File: src/rtl/fetch_unit_if.sv
// Signal bundle between the fetch stage, the instruction bus, the redirect source and decode.
// master = fetch stage side, slave = environment side.
interface fetch_unit_if;
    logic        redirect_valid;
    logic [31:0] redirect_pc;
    logic        ibus_req;
    logic [31:0] ibus_addr;
    logic        ibus_addr_ok;
    logic        ibus_data_ok;
    logic [31:0] ibus_rdata;
    logic        out_valid;
    logic        out_ready;
    logic [31:0] out_pc;
    logic [31:0] out_instr;
    logic        out_exc;
    logic [31:0] fetch_count;

    modport master (
        input  redirect_valid, redirect_pc,
        input  ibus_addr_ok, ibus_data_ok, ibus_rdata,
        input  out_ready,
        output ibus_req, ibus_addr,
        output out_valid, out_pc, out_instr, out_exc,
        output fetch_count
    );

    modport slave (
        output redirect_valid, redirect_pc,
        output ibus_addr_ok, ibus_data_ok, ibus_rdata,
        output out_ready,
        input  ibus_req, ibus_addr,
        input  out_valid, out_pc, out_instr, out_exc,
        input  fetch_count
    );
endinterface

File: src/rtl/fetch_unit.sv
// Instruction-fetch stage: owns the PC, issues one bus read per instruction and
// hands {pc, instr, exc} to decode; redirects squash any fetch still in flight.
module fetch_unit #(
    parameter logic [31:0] RESET_PC = 32'hbfc0_0000
) (
    input  logic         clk,
    input  logic         reset,
    fetch_unit_if.master fu
);
    localparam int unsigned XLEN = 32;

    typedef enum logic [1:0] {
        S_REQ  = 2'd0,
        S_WAIT = 2'd1,
        S_HOLD = 2'd2,
        S_DROP = 2'd3
    } state_e;

    state_e            state_q, state_d;
    logic [XLEN-1:0]   pc_q, pc_d;
    logic [XLEN-1:0]   instr_q, instr_d;
    logic [XLEN-1:0]   count_q, count_d;
    logic              exc_q, exc_d;
    logic              pc_aligned;
    logic              req;

    assign pc_aligned = (pc_q[1:0] == 2'b00);
    assign req        = (state_q == S_REQ) && pc_aligned;

    // Next-state and datapath updates; a redirect overrides every other event.
    always_comb begin
        state_d = state_q;
        pc_d    = pc_q;
        instr_d = instr_q;
        exc_d   = exc_q;
        count_d = count_q;

        case (state_q)
            S_REQ: begin
                if (fu.redirect_valid) begin
                    pc_d    = fu.redirect_pc;
                    state_d = (req && fu.ibus_addr_ok) ? S_DROP : S_REQ;
                end else if (!pc_aligned) begin
                    instr_d = '0;
                    exc_d   = 1'b1;
                    state_d = S_HOLD;
                end else if (fu.ibus_addr_ok) begin
                    state_d = S_WAIT;
                end
            end
            S_WAIT: begin
                if (fu.redirect_valid) begin
                    pc_d    = fu.redirect_pc;
                    state_d = fu.ibus_data_ok ? S_REQ : S_DROP;
                end else if (fu.ibus_data_ok) begin
                    instr_d = fu.ibus_rdata;
                    exc_d   = 1'b0;
                    state_d = S_HOLD;
                end
            end
            S_HOLD: begin
                if (fu.redirect_valid) begin
                    pc_d    = fu.redirect_pc;
                    state_d = S_REQ;
                end else if (fu.out_ready) begin
                    pc_d    = pc_q + XLEN'(4);
                    count_d = count_q + XLEN'(1);
                    state_d = S_REQ;
                end
            end
            S_DROP: begin
                if (fu.redirect_valid) begin
                    pc_d = fu.redirect_pc;
                end
                if (fu.ibus_data_ok) begin
                    state_d = S_REQ;
                end
            end
            default: state_d = S_REQ;
        endcase
    end

    always_ff @(posedge clk or posedge reset) begin
        if (reset) begin
            state_q <= S_REQ;
            pc_q    <= RESET_PC;
            instr_q <= '0;
            exc_q   <= 1'b0;
            count_q <= '0;
        end else begin
            state_q <= state_d;
            pc_q    <= pc_d;
            instr_q <= instr_d;
            exc_q   <= exc_d;
            count_q <= count_d;
        end
    end

    assign fu.ibus_req    = req;
    assign fu.ibus_addr   = pc_q;
    assign fu.out_valid   = (state_q == S_HOLD);
    assign fu.out_pc      = pc_q;
    assign fu.out_instr   = instr_q;
    assign fu.out_exc     = exc_q;
    assign fu.fetch_count = count_q;
endmodule

File: src/flat_wrapper.sv
// flat-port wrapper written by rule: the top's interface ports become plain ports
module fetch_unit_flat 
#(
    parameter logic [31:0] RESET_PC = 32'hbfc0_0000
)
  (clk, reset, fu_redirect_valid, fu_redirect_pc, fu_ibus_addr_ok, fu_ibus_data_ok, fu_ibus_rdata, fu_out_ready, fu_ibus_req, fu_ibus_addr, fu_out_valid, fu_out_pc, fu_out_instr, fu_out_exc, fu_fetch_count);
  fetch_unit_if fu_i ();
  input  logic clk;
  input  logic reset;
  input wire logic [$bits(fu_i.redirect_valid)-1:0] fu_redirect_valid;
  input wire logic [$bits(fu_i.redirect_pc)-1:0] fu_redirect_pc;
  input wire logic [$bits(fu_i.ibus_addr_ok)-1:0] fu_ibus_addr_ok;
  input wire logic [$bits(fu_i.ibus_data_ok)-1:0] fu_ibus_data_ok;
  input wire logic [$bits(fu_i.ibus_rdata)-1:0] fu_ibus_rdata;
  input wire logic [$bits(fu_i.out_ready)-1:0] fu_out_ready;
  output wire logic [$bits(fu_i.ibus_req)-1:0] fu_ibus_req;
  output wire logic [$bits(fu_i.ibus_addr)-1:0] fu_ibus_addr;
  output wire logic [$bits(fu_i.out_valid)-1:0] fu_out_valid;
  output wire logic [$bits(fu_i.out_pc)-1:0] fu_out_pc;
  output wire logic [$bits(fu_i.out_instr)-1:0] fu_out_instr;
  output wire logic [$bits(fu_i.out_exc)-1:0] fu_out_exc;
  output wire logic [$bits(fu_i.fetch_count)-1:0] fu_fetch_count;
  assign fu_i.redirect_valid = fu_redirect_valid;
  assign fu_i.redirect_pc = fu_redirect_pc;
  assign fu_i.ibus_addr_ok = fu_ibus_addr_ok;
  assign fu_i.ibus_data_ok = fu_ibus_data_ok;
  assign fu_i.ibus_rdata = fu_ibus_rdata;
  assign fu_i.out_ready = fu_out_ready;
  assign fu_ibus_req = fu_i.ibus_req;
  assign fu_ibus_addr = fu_i.ibus_addr;
  assign fu_out_valid = fu_i.out_valid;
  assign fu_out_pc = fu_i.out_pc;
  assign fu_out_instr = fu_i.out_instr;
  assign fu_out_exc = fu_i.out_exc;
  assign fu_fetch_count = fu_i.fetch_count;
  fetch_unit #(.RESET_PC(RESET_PC)) u_core (.clk(clk), .reset(reset), .fu(fu_i));
endmodule
File: config.mk
export PLATFORM = sky130hd
export DESIGN_NAME = fetch_unit_flat
export DESIGN_NICKNAME = d
export VERILOG_FILES = /design/src/rtl/fetch_unit_if.sv /design/src/rtl/fetch_unit.sv /design/src/flat_wrapper.sv
export SDC_FILE = /design/constraint.sdc
export NUM_CORES = 1
export LEC_CHECK = 0
export ABC_AREA = 1
export CORE_MARGIN = 4
export CORE_UTILIZATION = 50
export CTS_BUF_LIST = sky130_fd_sc_hd__clkbuf_16
export DETAILED_ROUTE_END_ITERATION = 8
export DONT_BUFFER_PORTS = 1
export GPL_TIMING_DRIVEN = 1
export PLACE_DENSITY = 0.7
export SLEW_MARGIN = 0
export SYNTH_ARGS = -nofsm -noshare
export SYNTH_HDL_FRONTEND = slang
export SYNTH_SLANG_ARGS = --single-unit
File: constraint.sdc
create_clock -name clk -period 5.85 [get_ports clk]
set_input_delay 1.755 -clock clk [delete_from_list [all_inputs] [get_ports clk]]
set_output_delay 1.755 -clock clk [all_outputs]
set_load 0.1 [all_outputs]
==> metrics.md, run 1 <==
| Metric | Value |
|---|---|
| Count of mapped cells out of synthesis | `between 800 and 900` |
| Max_cap viols | `0` |
| TritonCTS buffer count | `9` |
| Overflow left after global routing | `0` |
| Final Skew | `approximately 0.0044 ns` |
| Post-CTS repair timing setup buffer count | `0` |
| Post-DR vias/cell | `roughly 5.5` |
| Main area contributors after synthesis | `dfrtp_1 (38%), nand2_1 (19%), nand3_1 (6.5%), nor2_1 (5.8%), buf_4 (4.6%)` |
| Static leakage | `around 0.0029 uW` |
| Worst vdd rail ir drop | `0.475 mV` |
| Tightest slew margin relative to the limit | `16.0%` |
| Wire length the detailed router placed on met1 | `~6600 um` |
| Clock tree from TritonCTS | `done` |
| Reg clk slew, reported paths | `roughly 0.070 ns` |
| Met2 routed WL | `around 7000 um` |
| Highest layer used for signal routing | `met5` |
| Placed wire-length estimate after detailed placement | `approximately 11000 um` |
| Overall die height | `roughly 120 um` |
| Count of cell types in the netlist | `36` |
| Commonest register cell after synthesis | `dfrtp_1` |
| Number of placed I/O pins | `201` |
| Final estimated routing congestion in global placement | `a little over 0.9` |
| Total via count after detailed routing | `5106` |
| Number of antenna violations at the first check in global routing | `2` |
| Bufs on Longest Clock Path | `2` |
| Clock Latency Late Sink | `between 0.3 and 0.4 ns` |
| CTS H-tree depth | `3` |
| Most common cell in the netlist | `nand2_1` |
| Initial Utilization | `between 50% and 60%` |
| Type of the most critical hold path | `register to register` |
| Number of rows in the core area | `39` |
| Maximum number of pins on one net before global-route repair | `59` |
| Post-synth EDFFs | `0` |
| Final net count | `848` |
| Hold buffer count at CTS | `0` |
| RSZ-0062 raised after global routing | `false` |
| Total power divided by cell area | `between 600 and 700 nW/um2` |
| Area leader, netlist | `dfrtp_1` |
| Category of the most critical setup path | `register to primary output` |
| First drt pass iteration count | `5` |
| Worst-margin pin slew | `1.26 ns` |
| Number of endpoints failing setup at the final stage | `0` |
| Final standard cell utilization of the core | `52.5%` |
| Width of the die | `about 120 um` |
| Wire length per cell after detailed routing | `about 17 um` |
| Critical Path AT | `about 2.4 ns` |
| Smallest hold slack | `0.766 ns` |
| Antenna cells | `0` |
| PortBufs | `0` |
| Number of failing hold endpoints at the final stage | `0` |
| Area delta synth->final | `2.48%` |
| Mean instance size in the synthesized netlist | `~7.2 um2` |
| Highest fanout seen on the critical path | `35` |
| Number of synthesized register bits | `between 90 and 100` |
| Pins over their slew limit | `0` |
| Summed area of non-filler cells in the final layout | `roughly 6000 um2` |
| Fraction of layout instances using a drive strength above 1 | `between 10 and 15%` |
| Die footprint | `about 14000 um2` |
| Share of flip-flops with an asynchronous set or reset after synthesis | `between 90% and 100%` |
| Vias in the first global route | `about 4600` |
| Clock root buffer | `clkbuf_16` |
| First-pass GRT wire length | `approximately 24000 um` |
| Total global routing track utilization | `22.4%` |
| Critical Path RT | `~4.1 ns` |
| Count of instances resized after the clock tree is built | `0` |
| Register-to-register setup slack | `about 2.5 ns` |
| Number of design-rule violations left by the first detailed-router iteration | `roughly 370` |
| Final wirelength | `between 15000 and 20000 um` |
| Total Neg Setup Slack | `0 ns` |
| Area of the mapped netlist | `5850 um2` |
| Max Clk Rate | `between 200 and 250 MHz` |
| Critical Path Sink Type | `primary output` |
| Number of remaining DRC errors | `0` |
| DR WL met3 | `roughly 1500 um` |
| Area fraction of the dominant cell type after synthesis | `slightly below 40%` |
| Yosys warning count | `0` |
| Part of the cycle the worst path needs | `a little under three quarters` |
| Floorplan core area | `11400 um2` |
| Final min period | `just over 4 ns` |
| Total placed instance area | `5720 um2` |
| Remaining antenna violation count | `0` |
| Total number of clock tree sinks | `around 100` |
| Outcome | `completed` |
| Synthesized Nets | `888` |
| Startpoint type of the worst setup path | `register` |
| Portion of the post-synthesis area used by sequential elements | `a little over two fifths` |
| List of most frequent post-synthesis cells | `nand2_1 (300), dfrtp_1 (90), nor2_1 (90), nand3_1 (76), inv_1 (60)` |
[metrics by stage]
step	std cells	setup slack, ns	total power, uW
6_report	924	1.70	3920
5_1_grt	924	1.56	4090
4_1_cts	924	1.68	3950
3_3_place_gp	908	1.90	3340
2_1_floorplan	816	1.52	3300
3_5_place_dp	908	1.72	3370
[critical path: stages (launching register included)]
cell	delay, ns
dfrtp_1	0.84
nor2_1	0.35
and2_1	0.85
[layout make-up]
cell class	instances	area (um2)
flip-flops and latches	99	2520
clock inverters	7	52.6
fillers	1079	5420
multi-input cells	596	2750
clock buffers	9	225
inverters	67	256
repair buffers	3	22.5
well taps	143	179
[state kept, by name, summed over array words and instances, names as in the netlist]
name	count
u_core.fu.out_instr	32
u_core.fu.fetch_count	32
u_core.fu.out_exc	1
u_core.state_q	2
u_core.fu.ibus_addr	32
[worst paths after layout]
check | from | endpoint | cells after the start
max in group asynchronous | reset | u_core.fu.ibus_addr[3]$_DFFE_PP0P_ | 2
worst max register to register | u_core.fu.ibus_addr[0]$_DFFE_PP0P_ | u_core.fu.out_exc$_DFFE_PP0P_ | 7
min in group asynchronous | reset | u_core.fu.fetch_count[10]$_DFFE_PP0P_ | 1
worst min register to register | u_core.state_q[1]$_DFFE_PP0P_ | u_core.fu.out_exc$_DFFE_PP0P_ | 2
worst min-delay path | u_core.state_q[1]$_DFFE_PP0P_ | u_core.fu.out_exc$_DFFE_PP0P_ | 2
worst max-delay path | u_core.state_q[0]$_DFFE_PP0P_ | fu_ibus_req | 2
[cell usage in the layout (no fill, tap or decap), types with 9 or more instances in the layout]
cell / Yosys / layout
clkbuf_16: 0 / 9
dfrtp_1: 90 / 67
dfrtp_2: 0 / 23
dfstp_2: 9 / 9
inv_1: 60 / 60
nand2_1: 300 / 300
nand3_1: 76 / 76
nor2_1: 90 / 90
nor2_2: 10 / 10
nor3_1: 12 / 12
o21ai_0: 35 / 35
xnor2_1: 13 / 13
xor2_1: 13 / 13
[per-layer routing]
layer / track usage, % / vias to the layer above
met5: 0 / -
met4: 9.28 / 4
met3: 6.74 / 30
met2: 34.7 / 228
met1: 29.3 / 2394
li1: - / 2450
[report_power, final]
part	internal [uW]	total [uW]	switching (uW)
clock network	293	571	277
registers	852	2790	1940
logic	178	564	387
total	1320	3920	2600
[kinds of logic (layout without fill, tap and decap cells)]
logic type               Yosys count  in the layout  share of synthesized area [%]
AO/OA/AOI/OAI                     51             51                           4.62
adder cells (fa/ha/maj)            2              2                          0.427
flip-flops                        99             99                           42.5
AND/OR/NAND/NOR                  517            517                           38.0
XOR/XNOR                          26             26                           3.89
buffers and inverters            121             86                           10.6
(Power assumes the default switching activity.)
==> run 2, diff against run 1 <==
Settings changed: PLACE_DENSITY 0.7 to 0.73.
Clock period 5.85 ns to 3.8 ns, I/O delays scaled along.
==> run 2 against run 1 <==
  * Global-route usage decreased by 0.75 points
  * Sequential cell count unchanged
  * Count of clock-buffer cells in the layout unchanged
  * Via count decreased by 2.3%
  * Largest cell class unchanged
  * Clock power increased by 54%
==> metrics.md, run 2 (same netlist as run 1, synthesis figures left out) <==
| Metric | Value |
|---|---|
| Number of design-rule violations left by the first detailed-router iteration | `398 (was 371)` |
| Met1 usage in global routing | `29.0% (was 29.3%)` |
| Psw | `3990 uW (was 2600 uW)` |
| Bufs on Longest Clock Path | `2 (unchanged)` |
| Final Skew | `0.00708 ns (was 0.00437 ns)` |
| Max Clk Rate | `341 MHz` |
| Part of the power in combinational logic | `23.0% (was 14.4%)` |
| Critical-path top delay cell | `and2_1 (unchanged)` |
| Number of failing hold endpoints at the final stage | `0 (unchanged)` |
| Post-DR vias/cell | `5.28 (was 5.53)` |
| Switching Share | `65.5% (was 66.3%)` |
| Maximum number of pins on one net before global-route repair | `43 (was 59)` |
| Total Neg Setup Slack | `0 ns (unchanged)` |
| TritonCTS buffer count | `9 (unchanged)` |
| Total global routing track utilization | `21.6% (was 22.4%)` |
| Tightest slew margin relative to the limit | `28.7% (was 16.0%)` |
| Number of antenna violations at the first check in global routing | `2 (unchanged)` |
| Placed wire-length estimate after detailed placement | `11200 um (was 11300 um)` |
| Smallest hold slack | `0.538 ns (was 0.766 ns)` |
| Count of instances resized after the clock tree is built | `0 (unchanged)` |
| Final net count | `868 (was 848)` |
| Critical Path Sink Type | `primary output (unchanged)` |
| CTS H-tree depth | `3 (unchanged)` |
| Part of the cycle the worst path needs | `77.3%` |
| Total number of clock tree sinks | `99 (unchanged)` |
| Initial Utilization | `51.3% (unchanged)` |
| Clock tree from TritonCTS | `done (unchanged)` |
| Crit-path cells | `nor2_1, and2_1 (unchanged)` |
| Final wirelength | `14900 um (was 15400 um)` |
| RSZ-0062 raised after global routing | `false (unchanged)` |
| Max_cap viols | `0 (unchanged)` |
| Worst-margin pin slew | `1.07 ns (was 1.26 ns)` |
| Number of remaining DRC errors | `0 (unchanged)` |
| Area delta synth->final | `5.43% (was 2.48%)` |
| Type of the most critical hold path | `register to register (unchanged)` |
| Clock root buffer | `clkbuf_16 (unchanged)` |
| Seq pwr share | `62.6% (was 71.1%)` |
| Launch point of the worst reg-to-reg path | `u_core.fu.ibus_addr[4]$_DFFE_PP0P_ (was u_core.fu.ibus_addr[0]$_DFFE_PP0P_)` |
| Reg clk slew, reported paths | `0.07 ns (about the same)` |
| Setup crit start | `u_core.fu.ibus_addr[0]$_DFFE_PP0P_ (was u_core.state_q[0]$_DFFE_PP0P_)` |
| Outcome | `completed (unchanged)` |
| Fraction of met2 tracks used by global routing | `32.7% (was 34.7%)` |
| Most common cell after layout, fill and taps aside | `nand2_1 (unchanged)` |
| Vias in the first global route | `4684 (was 4572)` |
| Startpoint type of the worst setup path | `register (unchanged)` |
| Min-delay src | `u_core.fu.ibus_addr[3]$_DFFE_PP0P_ (was u_core.state_q[1]$_DFFE_PP0P_)` |
| Internal power component | `2110 uW (was 1320 uW)` |
| Remaining antenna violation count | `0 (unchanged)` |
| Placed cells | `928 (was 908)` |
| Final standard cell utilization of the core | `54.0% (was 52.5%)` |
| Static leakage | `0.00295 uW (was 0.00286 uW)` |
| Number of endpoints failing setup at the final stage | `0 (unchanged)` |
| First-pass GRT wire length | `23300 um (was 23800 um)` |
| Overall die height | `116 um (unchanged)` |
| Total via count after detailed routing | `4991 (was 5106)` |
| Critical Path RT | `2.66 ns (was 4.09 ns)` |
| Top library cells by usage in the layout, fill and taps aside | `nand2_1 (300), nor2_1 (90), nand3_1 (76) (unchanged)` |
| Floorplan core area | `11400 um2 (unchanged)` |
| Clock network fraction of design power | `14.5% (about the same)` |
| Highest fanout seen on the critical path | `5 (was 35)` |
| Die footprint | `13500 um2 (unchanged)` |
| PortBufs | `0 (unchanged)` |
| Total power divided by cell area | `988 nW/um2 (was 654 nW/um2)` |
| Category of the most critical setup path | `register to primary output (unchanged)` |
| First drt pass iteration count | `5 (unchanged)` |
| Final min period | `roughly 2.9 ns` |
| Width of the die | `116 um (unchanged)` |
| Critical Path AT | `1.80 ns (was 2.39 ns)` |
| Most crowded layer after global routing | `met2 (unchanged)` |
| Worst vdd rail ir drop | `0.666 mV (was 0.475 mV)` |
| Wire length per cell after detailed routing | `15.8 um (was 16.7 um)` |
| Number of placed I/O pins | `201 (unchanged)` |
| Filler Cells Inserted | `1087 (was 1079)` |
| Number of cells in the finished layout apart from fillers | `945 (was 924)` |
| Overflow left after global routing | `0 (unchanged)` |
| Pins over their slew limit | `0 (unchanged)` |
| Fraction of layout instances using a drive strength above 1 | `13.4% (was 10.9%)` |
| Hold buffer count at CTS | `0 (unchanged)` |
| Number of rows in the core area | `39 (unchanged)` |
| Delay of the slowest cell on the worst path | `0.84 ns (was 0.85 ns)` |
| Final estimated routing congestion in global placement | `0.888 (was 0.905)` |
| Clock Latency Late Sink | `0.35 ns (about the same)` |
| Post-CTS repair timing setup buffer count | `0 (unchanged)` |
| Met3 GRT Util | `7.98% (was 6.74%)` |
[run 2: metrics by stage]
stage | cell area, um2 | total power [uW] | worst slack [ns]
6_report | 6170 | 6100 | 0.864
5_1_grt | 6170 | 6360 | 0.705
4_1_cts | 6170 | 6140 | 0.839
3_5_place_dp | 5880 | 5250 | 1.13
3_3_place_gp | 5880 | 5220 | 1.20
2_1_floorplan | 5850 | 5070 | 0.0845
[run 2: layout make-up]
cell class                 count  area [um2]  share of cell area (%)
sequential                    99        2520                    40.8
multi-input combinational    596        2750                    44.5
timing repair buffer          23         185                    3.00
inverter                      67         256                    4.16
antenna                        1        2.50                  0.0406
clock inverter                 7        60.1                   0.973
tap                          143         179                    2.90
clock buffer                   9         225                    3.65
[run 2: power by group through the flow]
stage	Clock [uW]	Combinational (uW)	Sequential, uW
after global routing	947	1540	3870
final	881	1400	3820
after detailed placement	0	1410	3840
after CTS	905	1410	3820
after floorplan	0	1630	3440
after global placement	0	1380	3840
[run 2: metal layers]
| layer | wire length (um) | vias to the layer above |
|---|---|---|
| li1 | - | 2490 |
| met1 | 6490 | 2270 |
| met2 | 6540 | 203 |
| met3 | 1550 | 26 |
| met4 | 324 | 2 |
| met5 | 19 | - |
[run 2: critical path, delay by kind of cell (launching register included)]
kind             cells  cell delay [ns]
DFF                  1             0.40
and+or+nand+nor      2             1.06
[run 2: final timing paths]
path | slack, ns | end | cells after the start
setup reg to reg | 1.41 | u_core.fu.ibus_addr[16]$_DFFE_PP0P_ | 7
min in group asynchronous | 0.70 | u_core.fu.out_instr[10]$_DFFE_PP0P_ | 1
hold / removal | 0.54 | u_core.fu.ibus_addr[3]$_DFFE_PP0P_ | 2
setup / recovery | 0.86 | fu_ibus_req | 2
max in group asynchronous | 2.44 | u_core.fu.ibus_addr[24]$_DFFE_PP1P_ | 2
hold reg to reg | 0.54 | u_core.fu.ibus_addr[3]$_DFFE_PP0P_ | 2
==> run 3, diff against run 2 <==
Clock period 3.8 ns to 2.7 ns, I/O delays scaled along.
==> run 3 against run 2 <==
  * Cell count increased by 8.9%
  * Critical path depth increased by 1
  * Count of clock-buffer cells in the layout is the same
  * Non-clock buffer count grew 84
==> metrics.md, run 3 (same netlist as run 1, synthesis figures left out) <==
| Metric | Value |
|---|---|
| Category of the most critical setup path | `register to primary output (unchanged)` |
| Part of the cycle the worst path needs | `a little under nine tenths` |
| Outcome | `completed (unchanged)` |
| RSZ-0062 raised after global routing | `false (unchanged)` |
| Number of cells in the finished layout apart from fillers | `1029 (was 945)` |
| Floorplan core area | `11400 um2 (unchanged)` |
| Critical Path RT | `1.89 ns (was 2.66 ns)` |
| Overflow left after global routing | `0 (unchanged)` |
| First-pass GRT wire length | `25200 um (was 23300 um)` |
| PortBufs | `0 (unchanged)` |
| Width of the die | `116 um (unchanged)` |
| Max Clk Rate | `approximately 430 MHz` |
| Final estimated routing congestion in global placement | `0.914 (was 0.888)` |
| Count of instances resized after the clock tree is built | `0 (unchanged)` |
| Summed area of non-filler cells in the final layout | `6920 um2 (was 6170 um2)` |
| Total Neg Setup Slack | `0 ns (unchanged)` |
| Hold buffer count at CTS | `0 (unchanged)` |
| Critical Path AT | `1.51 ns (was 1.80 ns)` |
| Clock Latency Late Sink | `0.34 ns (was 0.35 ns)` |
| Combined buffer and inverter count along the critical path | `1 (was 0)` |
| Pins over their slew limit | `0 (unchanged)` |
| Kind of cell adding the most delay to the critical path | `flip-flops (was simple AND/OR/NAND/NOR gates)` |
| Number of design-rule violations left by the first detailed-router iteration | `520 (was 398)` |
| Number of failing hold endpoints at the final stage | `0 (unchanged)` |
| Vias in the first global route | `5022 (was 4684)` |
| Type of the most critical hold path | `register to register (unchanged)` |
| Crit-path cells | `nor2_1, and2_1, buf_4 (was nor2_1, and2_1)` |
| Total number of clock tree sinks | `99 (unchanged)` |
| Total global routing track utilization | `23.5% (was 21.6%)` |
| Highest fanout seen on the critical path | `5 (unchanged)` |
| Area delta synth->final | `18.3% (was 5.43%)` |
| Number of remaining DRC errors | `0 (unchanged)` |
| Static leakage | `0.00343 uW (was 0.00295 uW)` |
| Top library cells by usage in the layout, fill and taps aside | `nand2_1 (300), buf_4 (95), nor2_1 (90) (was nand2_1 (300), nor2_1 (90), nand3_1 (76))` |
| Number of antenna violations at the first check in global routing | `2 (unchanged)` |
| Worst-margin pin slew | `0.680 ns (was 1.07 ns)` |
| Most common cell after layout, fill and taps aside | `nand2_1 (unchanged)` |
| Post-DR vias/cell | `5.24 (was 5.28)` |
| Bufs on Longest Clock Path | `2 (unchanged)` |
| Wire length per cell after detailed routing | `15.4 um (was 15.8 um)` |
| Final min period | `between 2 and 2.5 ns` |
| First drt pass iteration count | `5 (unchanged)` |
| Delay of the slowest cell on the worst path | `0.46 ns (was 0.84 ns)` |
| Final wirelength | `15800 um (was 14900 um)` |
| Worst vdd rail ir drop | `1.28 mV (was 0.666 mV)` |
| Tightest slew margin relative to the limit | `54.6% (was 28.7%)` |
| Total via count after detailed routing | `5389 (was 4991)` |
| Maximum number of pins on one net before global-route repair | `100 (was 43)` |
| Placed cells | `1012 (was 928)` |
| Number of placed I/O pins | `201 (unchanged)` |
| Filler Cells Inserted | `1033 (was 1087)` |
| Overall die height | `116 um (unchanged)` |
| Total power divided by cell area | `1330 nW/um2 (was 988 nW/um2)` |
| Total placed instance area | `6650 um2 (was 5880 um2)` |
| Final net count | `952 (was 868)` |
| Critical-path top delay cell | `dfrtp_1 (was and2_1)` |
| Number of endpoints failing setup at the final stage | `0 (unchanged)` |
| Number of rows in the core area | `39 (unchanged)` |
| Total power | `9210 uW (was 6100 uW)` |
| Final Skew | `0.00882 ns (was 0.00708 ns)` |
| Placed wire-length estimate after detailed placement | `11900 um (was 11200 um)` |
| Die footprint | `13500 um2 (unchanged)` |
| Final standard cell utilization of the core | `60.6% (was 54.0%)` |
| Reg clk slew, reported paths | `0.07 ns (about the same)` |
| Remaining antenna violation count | `0 (unchanged)` |
| Post-CTS repair timing setup buffer count | `0 (unchanged)` |
| TritonCTS buffer count | `9 (unchanged)` |
| Max_cap viols | `0 (unchanged)` |
| CTS H-tree depth | `3 (unchanged)` |
| Clock tree from TritonCTS | `done (unchanged)` |
| Clock root buffer | `clkbuf_16 (unchanged)` |
| Startpoint type of the worst setup path | `register (unchanged)` |
| Initial Utilization | `51.3% (unchanged)` |
| Critical Path Sink Type | `primary output (unchanged)` |
| Fraction of layout instances using a drive strength above 1 | `21.4% (was 13.4%)` |
[run 3: final cells by class]
type                            instances  area (um2)  area share [%]
Antenna cell                            1        2.50          0.0361
Clock buffer                            9         225            3.25
Clock inverter                          7        42.5           0.614
Inverter                               67         258            3.72
Multi-Input combinational cell        596        2750            39.7
Sequential cell                        99        2520            36.4
Tap cell                              143         179            2.58
Timing Repair Buffer                  107         953            13.8
[run 3: tightest hold or removal path, cell delays in order (launching register included)]
cell	delay (ns)
dfrtp_1	0.34
nand2_1	0.05
nand2_1	0.06
[run 3: per-stage QoR]
step	setup WS [ns]	hold WS, ns
final	0.378	0.483
after global routing	0.317	0.507
after CTS	0.393	0.487
after detailed placement	0.518	0.467
after global placement	0.538	0.465
after floorplan	0.00245	0.588
[run 3: where the power goes]
| part | internal, uW | leakage, uW | switching, uW |
|---|---|---|---|
| Combinational | 981 | 0.00207 | 4720 |
| Sequential | 1900 | 0.00123 | 433 |
| Clock | 620 | 0.000131 | 556 |
[run 3: layer usage]
metal / routed length, um / global-route usage [%]
met4: 346 / 9.05
met1: 6730 / 31.2
met2: 7100 / 35.7
met3: 1650 / 7.72
met5: 11 / 0
[run 3: final timing paths]
kind	start	endpoint	slack (ns)	depth (start not counted)
max	u_core.state_q[1]$_DFFE_PP0P_	fu_ibus_req	0.38	3
min	u_core.fu.fetch_count[29]$_DFFE_PP0P_	u_core.fu.fetch_count[29]$_DFFE_PP0P_	0.48	2
min reg2reg	u_core.fu.fetch_count[29]$_DFFE_PP0P_	u_core.fu.fetch_count[29]$_DFFE_PP0P_	0.48	2
max reg2reg	u_core.state_q[0]$_DFFE_PP0P_	u_core.fu.ibus_addr[16]$_DFFE_PP0P_	0.65	8
max in group asynchronous	reset	u_core.fu.ibus_addr[21]$_DFFE_PP0P_	1.78	2
min in group asynchronous	reset	u_core.fu.fetch_count[9]$_DFFE_PP0P_	0.49	2
